**src/rtl/dmem_arbiter_if.sv**
```systemverilog
// Requester/memory bundle for the data-memory arbiter.
// slave: arbiter side; master: requesters plus memory model.
interface dmem_arbiter_if;
  logic        req0_i;
  logic        we0_i;
  logic [31:0] addr0_i;
  logic [31:0] data0_i;
  logic        ack0_o;
  logic        err0_o;
  logic [31:0] data0_o;
  logic        req1_i;
  logic        we1_i;
  logic [31:0] addr1_i;
  logic [31:0] data1_i;
  logic        ack1_o;
  logic        err1_o;
  logic [31:0] data1_o;
  logic        MemRead_o;
  logic        MemWrite_o;
  logic [31:0] addr_o;
  logic [31:0] mem_wdata_o;
  logic [31:0] mem_rdata_i;
  logic        busy_o;

  modport slave (
    input  req0_i, we0_i, addr0_i, data0_i,
    input  req1_i, we1_i, addr1_i, data1_i,
    input  mem_rdata_i,
    output ack0_o, err0_o, data0_o,
    output ack1_o, err1_o, data1_o,
    output MemRead_o, MemWrite_o,
    output addr_o, mem_wdata_o, busy_o
  );

  modport master (
    output req0_i, we0_i, addr0_i, data0_i,
    output req1_i, we1_i, addr1_i, data1_i,
    output mem_rdata_i,
    input  ack0_o, err0_o, data0_o,
    input  ack1_o, err1_o, data1_o,
    input  MemRead_o, MemWrite_o,
    input  addr_o, mem_wdata_o, busy_o
  );
endinterface

```
**src/rtl/dmem_arbiter.sv**
```systemverilog
// Two-port round-robin arbiter/sequencer for the data memory.
// Ports: clk_i, rst_i (sync, active-high), bus (dmem_arbiter_if.slave).
module dmem_arbiter #(
  parameter int MEM_BYTES  = 32,
  parameter int ACC_CYCLES = 1
) (
  input  logic           clk_i,
  input  logic           rst_i,
  dmem_arbiter_if.slave  bus
);

  typedef enum logic [1:0] {
    IDLE   = 2'd0,
    ACCESS = 2'd1,
    RESP   = 2'd2
  } state_t;

  localparam int CW = (ACC_CYCLES > 1) ? $clog2(ACC_CYCLES) : 1;
  localparam logic [CW-1:0] CNT_LOAD = CW'(ACC_CYCLES - 1);
  localparam logic [31:0] MAX_A = 32'(MEM_BYTES - 4);

  state_t        state_q;
  logic          last_grant_q;
  logic          port_q;
  logic          we_q;
  logic          err_q;
  logic [CW-1:0] cnt_q;
  logic [31:0]   addr_q;
  logic [31:0]   wdata_q;
  logic          rd_q;
  logic          wr_q;
  logic          ack0_q;
  logic          ack1_q;
  logic          err0_q;
  logic          err1_q;
  logic [31:0]   data0_q;
  logic [31:0]   data1_q;

  logic          req_any;
  logic          grant_d;
  logic          we_d;
  logic [31:0]   addr_d;
  logic [31:0]   wdata_d;
  logic          err_d;

  // On a tie the port that did not win last time gets the grant.
  always_comb begin
    req_any = bus.req0_i | bus.req1_i;
    grant_d = bus.req1_i;
    if (bus.req0_i && bus.req1_i)
      grant_d = ~last_grant_q;
    we_d    = grant_d ? bus.we1_i   : bus.we0_i;
    addr_d  = grant_d ? bus.addr1_i : bus.addr0_i;
    wdata_d = grant_d ? bus.data1_i : bus.data0_i;
    err_d   = (addr_d[1:0] != 2'b00) || (addr_d > MAX_A);
  end

  always_ff @(posedge clk_i) begin
    if (rst_i) begin
      state_q      <= IDLE;
      last_grant_q <= 1'b1;
      port_q       <= 1'b0;
      we_q         <= 1'b0;
      err_q        <= 1'b0;
      cnt_q        <= '0;
      addr_q       <= '0;
      wdata_q      <= '0;
      rd_q         <= 1'b0;
      wr_q         <= 1'b0;
      ack0_q       <= 1'b0;
      ack1_q       <= 1'b0;
      err0_q       <= 1'b0;
      err1_q       <= 1'b0;
      data0_q      <= '0;
      data1_q      <= '0;
    end else begin
      unique case (state_q)
        IDLE: begin
          if (req_any) begin
            port_q       <= grant_d;
            we_q         <= we_d;
            err_q        <= err_d;
            addr_q       <= addr_d;
            wdata_q      <= wdata_d;
            last_grant_q <= grant_d;
            if (err_d) begin
              // Bad address: answer straight away.
              state_q <= RESP;
              ack0_q  <= ~grant_d;
              ack1_q  <= grant_d;
              err0_q  <= ~grant_d;
              err1_q  <= grant_d;
            end else begin
              state_q <= ACCESS;
              cnt_q   <= CNT_LOAD;
              rd_q    <= ~we_d;
              wr_q    <= we_d;
            end
          end
        end
        ACCESS: begin
          if (cnt_q == '0) begin
            state_q <= RESP;
            rd_q    <= 1'b0;
            wr_q    <= 1'b0;
            ack0_q  <= ~port_q;
            ack1_q  <= port_q;
            if (!we_q && !port_q)
              data0_q <= bus.mem_rdata_i;
            if (!we_q && port_q)
              data1_q <= bus.mem_rdata_i;
          end else begin
            cnt_q <= cnt_q - 1'b1;
          end
        end
        RESP: begin
          state_q <= IDLE;
          ack0_q  <= 1'b0;
          ack1_q  <= 1'b0;
          err0_q  <= 1'b0;
          err1_q  <= 1'b0;
        end
        default: state_q <= IDLE;
      endcase
    end
  end

  assign bus.ack0_o      = ack0_q;
  assign bus.ack1_o      = ack1_q;
  assign bus.err0_o      = err0_q & err_q;
  assign bus.err1_o      = err1_q & err_q;
  assign bus.data0_o     = data0_q;
  assign bus.data1_o     = data1_q;
  assign bus.MemRead_o   = rd_q;
  assign bus.MemWrite_o  = wr_q;
  assign bus.addr_o      = addr_q;
  assign bus.mem_wdata_o = wdata_q;
  assign bus.busy_o      = (state_q != IDLE);

endmodule

```
**src/flat_wrapper.sv**
```systemverilog
// flat-port wrapper written by rule: the top's interface ports become plain ports
module dmem_arbiter_flat 
#(
  parameter int MEM_BYTES  = 32,
  parameter int ACC_CYCLES = 1
)
  (clk_i, rst_i, bus_req0_i, bus_we0_i, bus_addr0_i, bus_data0_i, bus_req1_i, bus_we1_i, bus_addr1_i, bus_data1_i, bus_mem_rdata_i, bus_ack0_o, bus_err0_o, bus_data0_o, bus_ack1_o, bus_err1_o, bus_data1_o, bus_MemRead_o, bus_MemWrite_o, bus_addr_o, bus_mem_wdata_o, bus_busy_o);
  dmem_arbiter_if bus_i ();
  input  logic clk_i;
  input  logic rst_i;
  input wire logic [$bits(bus_i.req0_i)-1:0] bus_req0_i;
  input wire logic [$bits(bus_i.we0_i)-1:0] bus_we0_i;
  input wire logic [$bits(bus_i.addr0_i)-1:0] bus_addr0_i;
  input wire logic [$bits(bus_i.data0_i)-1:0] bus_data0_i;
  input wire logic [$bits(bus_i.req1_i)-1:0] bus_req1_i;
  input wire logic [$bits(bus_i.we1_i)-1:0] bus_we1_i;
  input wire logic [$bits(bus_i.addr1_i)-1:0] bus_addr1_i;
  input wire logic [$bits(bus_i.data1_i)-1:0] bus_data1_i;
  input wire logic [$bits(bus_i.mem_rdata_i)-1:0] bus_mem_rdata_i;
  output wire logic [$bits(bus_i.ack0_o)-1:0] bus_ack0_o;
  output wire logic [$bits(bus_i.err0_o)-1:0] bus_err0_o;
  output wire logic [$bits(bus_i.data0_o)-1:0] bus_data0_o;
  output wire logic [$bits(bus_i.ack1_o)-1:0] bus_ack1_o;
  output wire logic [$bits(bus_i.err1_o)-1:0] bus_err1_o;
  output wire logic [$bits(bus_i.data1_o)-1:0] bus_data1_o;
  output wire logic [$bits(bus_i.MemRead_o)-1:0] bus_MemRead_o;
  output wire logic [$bits(bus_i.MemWrite_o)-1:0] bus_MemWrite_o;
  output wire logic [$bits(bus_i.addr_o)-1:0] bus_addr_o;
  output wire logic [$bits(bus_i.mem_wdata_o)-1:0] bus_mem_wdata_o;
  output wire logic [$bits(bus_i.busy_o)-1:0] bus_busy_o;
  assign bus_i.req0_i = bus_req0_i;
  assign bus_i.we0_i = bus_we0_i;
  assign bus_i.addr0_i = bus_addr0_i;
  assign bus_i.data0_i = bus_data0_i;
  assign bus_i.req1_i = bus_req1_i;
  assign bus_i.we1_i = bus_we1_i;
  assign bus_i.addr1_i = bus_addr1_i;
  assign bus_i.data1_i = bus_data1_i;
  assign bus_i.mem_rdata_i = bus_mem_rdata_i;
  assign bus_ack0_o = bus_i.ack0_o;
  assign bus_err0_o = bus_i.err0_o;
  assign bus_data0_o = bus_i.data0_o;
  assign bus_ack1_o = bus_i.ack1_o;
  assign bus_err1_o = bus_i.err1_o;
  assign bus_data1_o = bus_i.data1_o;
  assign bus_MemRead_o = bus_i.MemRead_o;
  assign bus_MemWrite_o = bus_i.MemWrite_o;
  assign bus_addr_o = bus_i.addr_o;
  assign bus_mem_wdata_o = bus_i.mem_wdata_o;
  assign bus_busy_o = bus_i.busy_o;
  dmem_arbiter #(.MEM_BYTES(MEM_BYTES), .ACC_CYCLES(ACC_CYCLES)) u_core (.clk_i(clk_i), .rst_i(rst_i), .bus(bus_i));
endmodule
```
**config.mk**
```make
export PLATFORM = sky130hd
export DESIGN_NAME = dmem_arbiter_flat
export DESIGN_NICKNAME = d
export VERILOG_FILES = /design/src/rtl/dmem_arbiter_if.sv /design/src/rtl/dmem_arbiter.sv /design/src/flat_wrapper.sv
export SDC_FILE = /design/constraint.sdc
export NUM_CORES = 1
export LEC_CHECK = 0
export CORE_MARGIN = 5
export CORE_UTILIZATION = 43
export DETAILED_ROUTE_END_ITERATION = 12
export PLACE_DENSITY = 0.86
export SLEW_MARGIN = 20
export SYNTH_ARGS = -nofsm -noshare
export SYNTH_HDL_FRONTEND = slang
export SYNTH_SLANG_ARGS = --single-unit
export TNS_END_PERCENT = 5
```
**constraint.sdc**
```tcl
create_clock -name clk_i -period 4.51 [get_ports clk_i]
set_clock_uncertainty 0.15 [all_clocks]
set_input_delay 1.353 -clock clk_i [delete_from_list [all_inputs] [get_ports clk_i]]
set_output_delay 1.353 -clock clk_i [all_outputs]
set_load 0.005 [all_outputs]
```
==> reports/summary.txt <==
Status - completed
Final slew viol count - 0
Worst R2R Setup Slack - 2.01 ns
# DRC - 0
Post-synth top cells - 264 x nand2_1, 140 x dfxtp_1, 75 x nor2_1
Routed Antenna Nets - 0
Bufs on Longest Clock Path - 2
Worst path cell trace - inv_1 > ha_1 > inv_1 > clkdlybuf4s50_1
Max-slew headroom - 36.5%
Chip height - 126 um
Layout fillers - 1,030
Seq pwr share - 40.5%
N_diodes - 0
Layout cells sized above 1 - 5.39%
Crit path top cell by count - inv_1
Dpl cells - 1,164
Nets - 1,177
VDD IR max - 0.218 mV
Top cell type's share of synthesized area - 48.5%
Synthesized Nets - 908
Tcrit/Tclk final - 77.7%
Area added between synthesis and finish - 64.0%
Die area - 15,800 um2
Max Fclk - 285 MHz
HPWL after DPL - 15.0 mm
GRT Util Overall - 24.6%
Worst slew pin tran - 0.952 ns
Cells after Synth - 738
HP Start - u_core.bus.data0_o[10]
Clock Latency Late Sink - 0.41 ns
Crit path max-delay cell type - clkdlybuf4s50_1
Crit path from - u_core.state_q[0]
Antenna violations before repair - 0
Power Internal - 2.53 mW
CP Launch Type - flip-flop
Final hold vios - 0
Post-Syn Area - 5770 um2
Post-CTS setup buffer count - 0
#FFs+latches synth - 140
Switching power - 785 uW
Initial Utilization - 43.8%
First DRT Iteration DRCs - 382
Worst-path fanout max - 9
CTS sink cnt - 140
Port Buffer Count - 300
Post-synth EDFFs - 0
Register area share after synthesis - 48.5%
RSZ-0062 raised after global routing - false
RR Startpoint - u_core.state_q[1]
Clk pwr share - 43.2%
CTS resizes - 0
CP endpoint kind - primary output
Site row count - 42
Ports - 301
Final non-filler cell total - 1,196
Drt via density - 5.21
Critical path arrival - 2.00 ns
Final Wtd Congestion - 0.865
Pwr/cell area - 350 nW/um2
Via count - 6,233
GRT overflow - 0
DR pass1 iterations - 5
DRT Wirelength - 20.1 mm
Htree depth - 4
Switching Fraction - 23.7%
Cts hold-fix bufs - 0
Distinct cells, synth - 39
Final setup viols - 0
Largest net degree at the start of global routing - 89
Max_cap viols - 0
WS Path Type - reg2out
Die width - 126 um
Std-Cell Core Area - 13,200 um2
Clock Tree Root - clkbuf_16
HP Class - reg2reg
Worst path max stage delay - 0.60 ns
Yosys warns - 0
Ys async rst share - 0%
Req. time, crit path - 3.01 ns
First-pass GRT wire length - 31.3 mm
Final TNS setup - 0 ns
CTS tree - done
Min cycle time layout - 3.50 ns
Top cells by area in the synthesized netlist - dfxtp_1 49%, nand2_1 17%, a311oi_1 9.7%
TritonCTS Buffers - 17
Dominant cell type by area after synthesis - dfxtp_1
Top FF cell, synth - dfxtp_1
WL per Instance - 16.8 um
Count leader, synth - nand2_1
Leak - 3.48 nW
Gate power share - 16.3%
Syn Area/Cell - 7.82 um2
Vias in the first global route - 6,082
Clock slew at reported path FFs - 0.06 ns
==> final cells by class <==
class	instances	area, um2	share of cell area (%)
clock inverters	10	138	1.45
flip-flops and latches	140	2800	29.6
repair buffers	311	3120	33.0
clock buffers	22	474	5.01
inverters	3	11.3	0.119
multi-input cells	534	2700	28.5
well taps	176	220	2.33
==> kinds of logic after synthesis <==
kind of cell | synth area share [%]
adder cells (fa/ha/maj) | 0.867
multiplexers | 1.39
AO/OA/AOI/OAI | 18.2
buffers and inverters | 4.90
AND/OR/NAND/NOR | 26.1
flip-flops | 48.5
==> power by group through the flow <==
stage / logic [mW] / registers (mW) / clock network (mW)
after floorplan: 0.198 / 1.37 / 0
after global placement: 0.535 / 1.37 / 0
after detailed placement: 0.539 / 1.37 / 0
after CTS: 0.542 / 1.34 / 1.46
after global routing: 0.586 / 1.35 / 1.51
final: 0.539 / 1.34 / 1.43
==> per-stage QoR <==
step | power, mW | util [%] | hold WS, ns | area, um2 | setup WS [ns]
6_report | 3.32 | 71.8 | 0.302 | 9470 | 1.01
5_1_grt | 3.45 | 71.8 | 0.316 | 9470 | 0.859
4_1_cts | 3.35 | 71.8 | 0.304 | 9470 | 0.952
3_5_place_dp | 1.91 | 67.1 | 0.295 | 8850 | 0.858
3_3_place_gp | 1.90 | 67.1 | 0.291 | 8850 | 0.891
2_1_floorplan | 1.57 | - | 0.280 | 5770 | 1.70
==> sequential cells by signal, summed over array words and instances, names as in the netlist <==
signal	flops
u_core.bus.MemRead_o	1
u_core.bus.MemWrite_o	1
u_core.bus.ack0_o	1
u_core.bus.ack1_o	1
u_core.bus.addr_o	32
u_core.bus.data0_o	32
u_core.bus.data1_o	32
u_core.bus.mem_wdata_o	32
u_core.err0_q	1
u_core.err1_q	1
u_core.err_q	1
u_core.last_grant_q	1
u_core.port_q	1
u_core.state_q	2
u_core.we_q	1
==> final timing paths <==
kind,end,depth (start not counted)
worst max-delay path,bus_busy_o,4
worst min-delay path,u_core.bus.data0_o[10],2
worst max register to register,u_core.bus.addr_o[1],7
worst min register to register,u_core.bus.data0_o[10],2
==> placed cells by master, fill, tap and decap left out, drive strengths merged, types with 4 or more instances in the layout <==
| cell type | n |
|---|---|
| buf | 12 |
| clkbuf | 22 |
| nand3 | 4 |
| clkinv | 4 |
| inv | 4 |
| a311oi | 64 |
| mux2i | 5 |
| nor2 | 76 |
| dfxtp | 140 |
| nand2 | 264 |
| ha | 4 |
| a211oi | 4 |
| a21oi | 69 |
| clkdlybuf4s50 | 299 |
| nor4 | 12 |
==> critical path: cells and delay by family (launching register included) <==
kind / cells / cell delay, ns
fa+ha+maj: 1 / 0.31
buf+inv: 3 / 0.92
flops: 1 / 0.37
==> routing by layer <==
metal	global-route usage, %	part of all wire (%)
met5	0	0
met3	9.61	8.4
met1	25.6	38
met4	12.8	4.1
met2	42.8	50
Note: power is estimated with default switching activity, not from simulation.
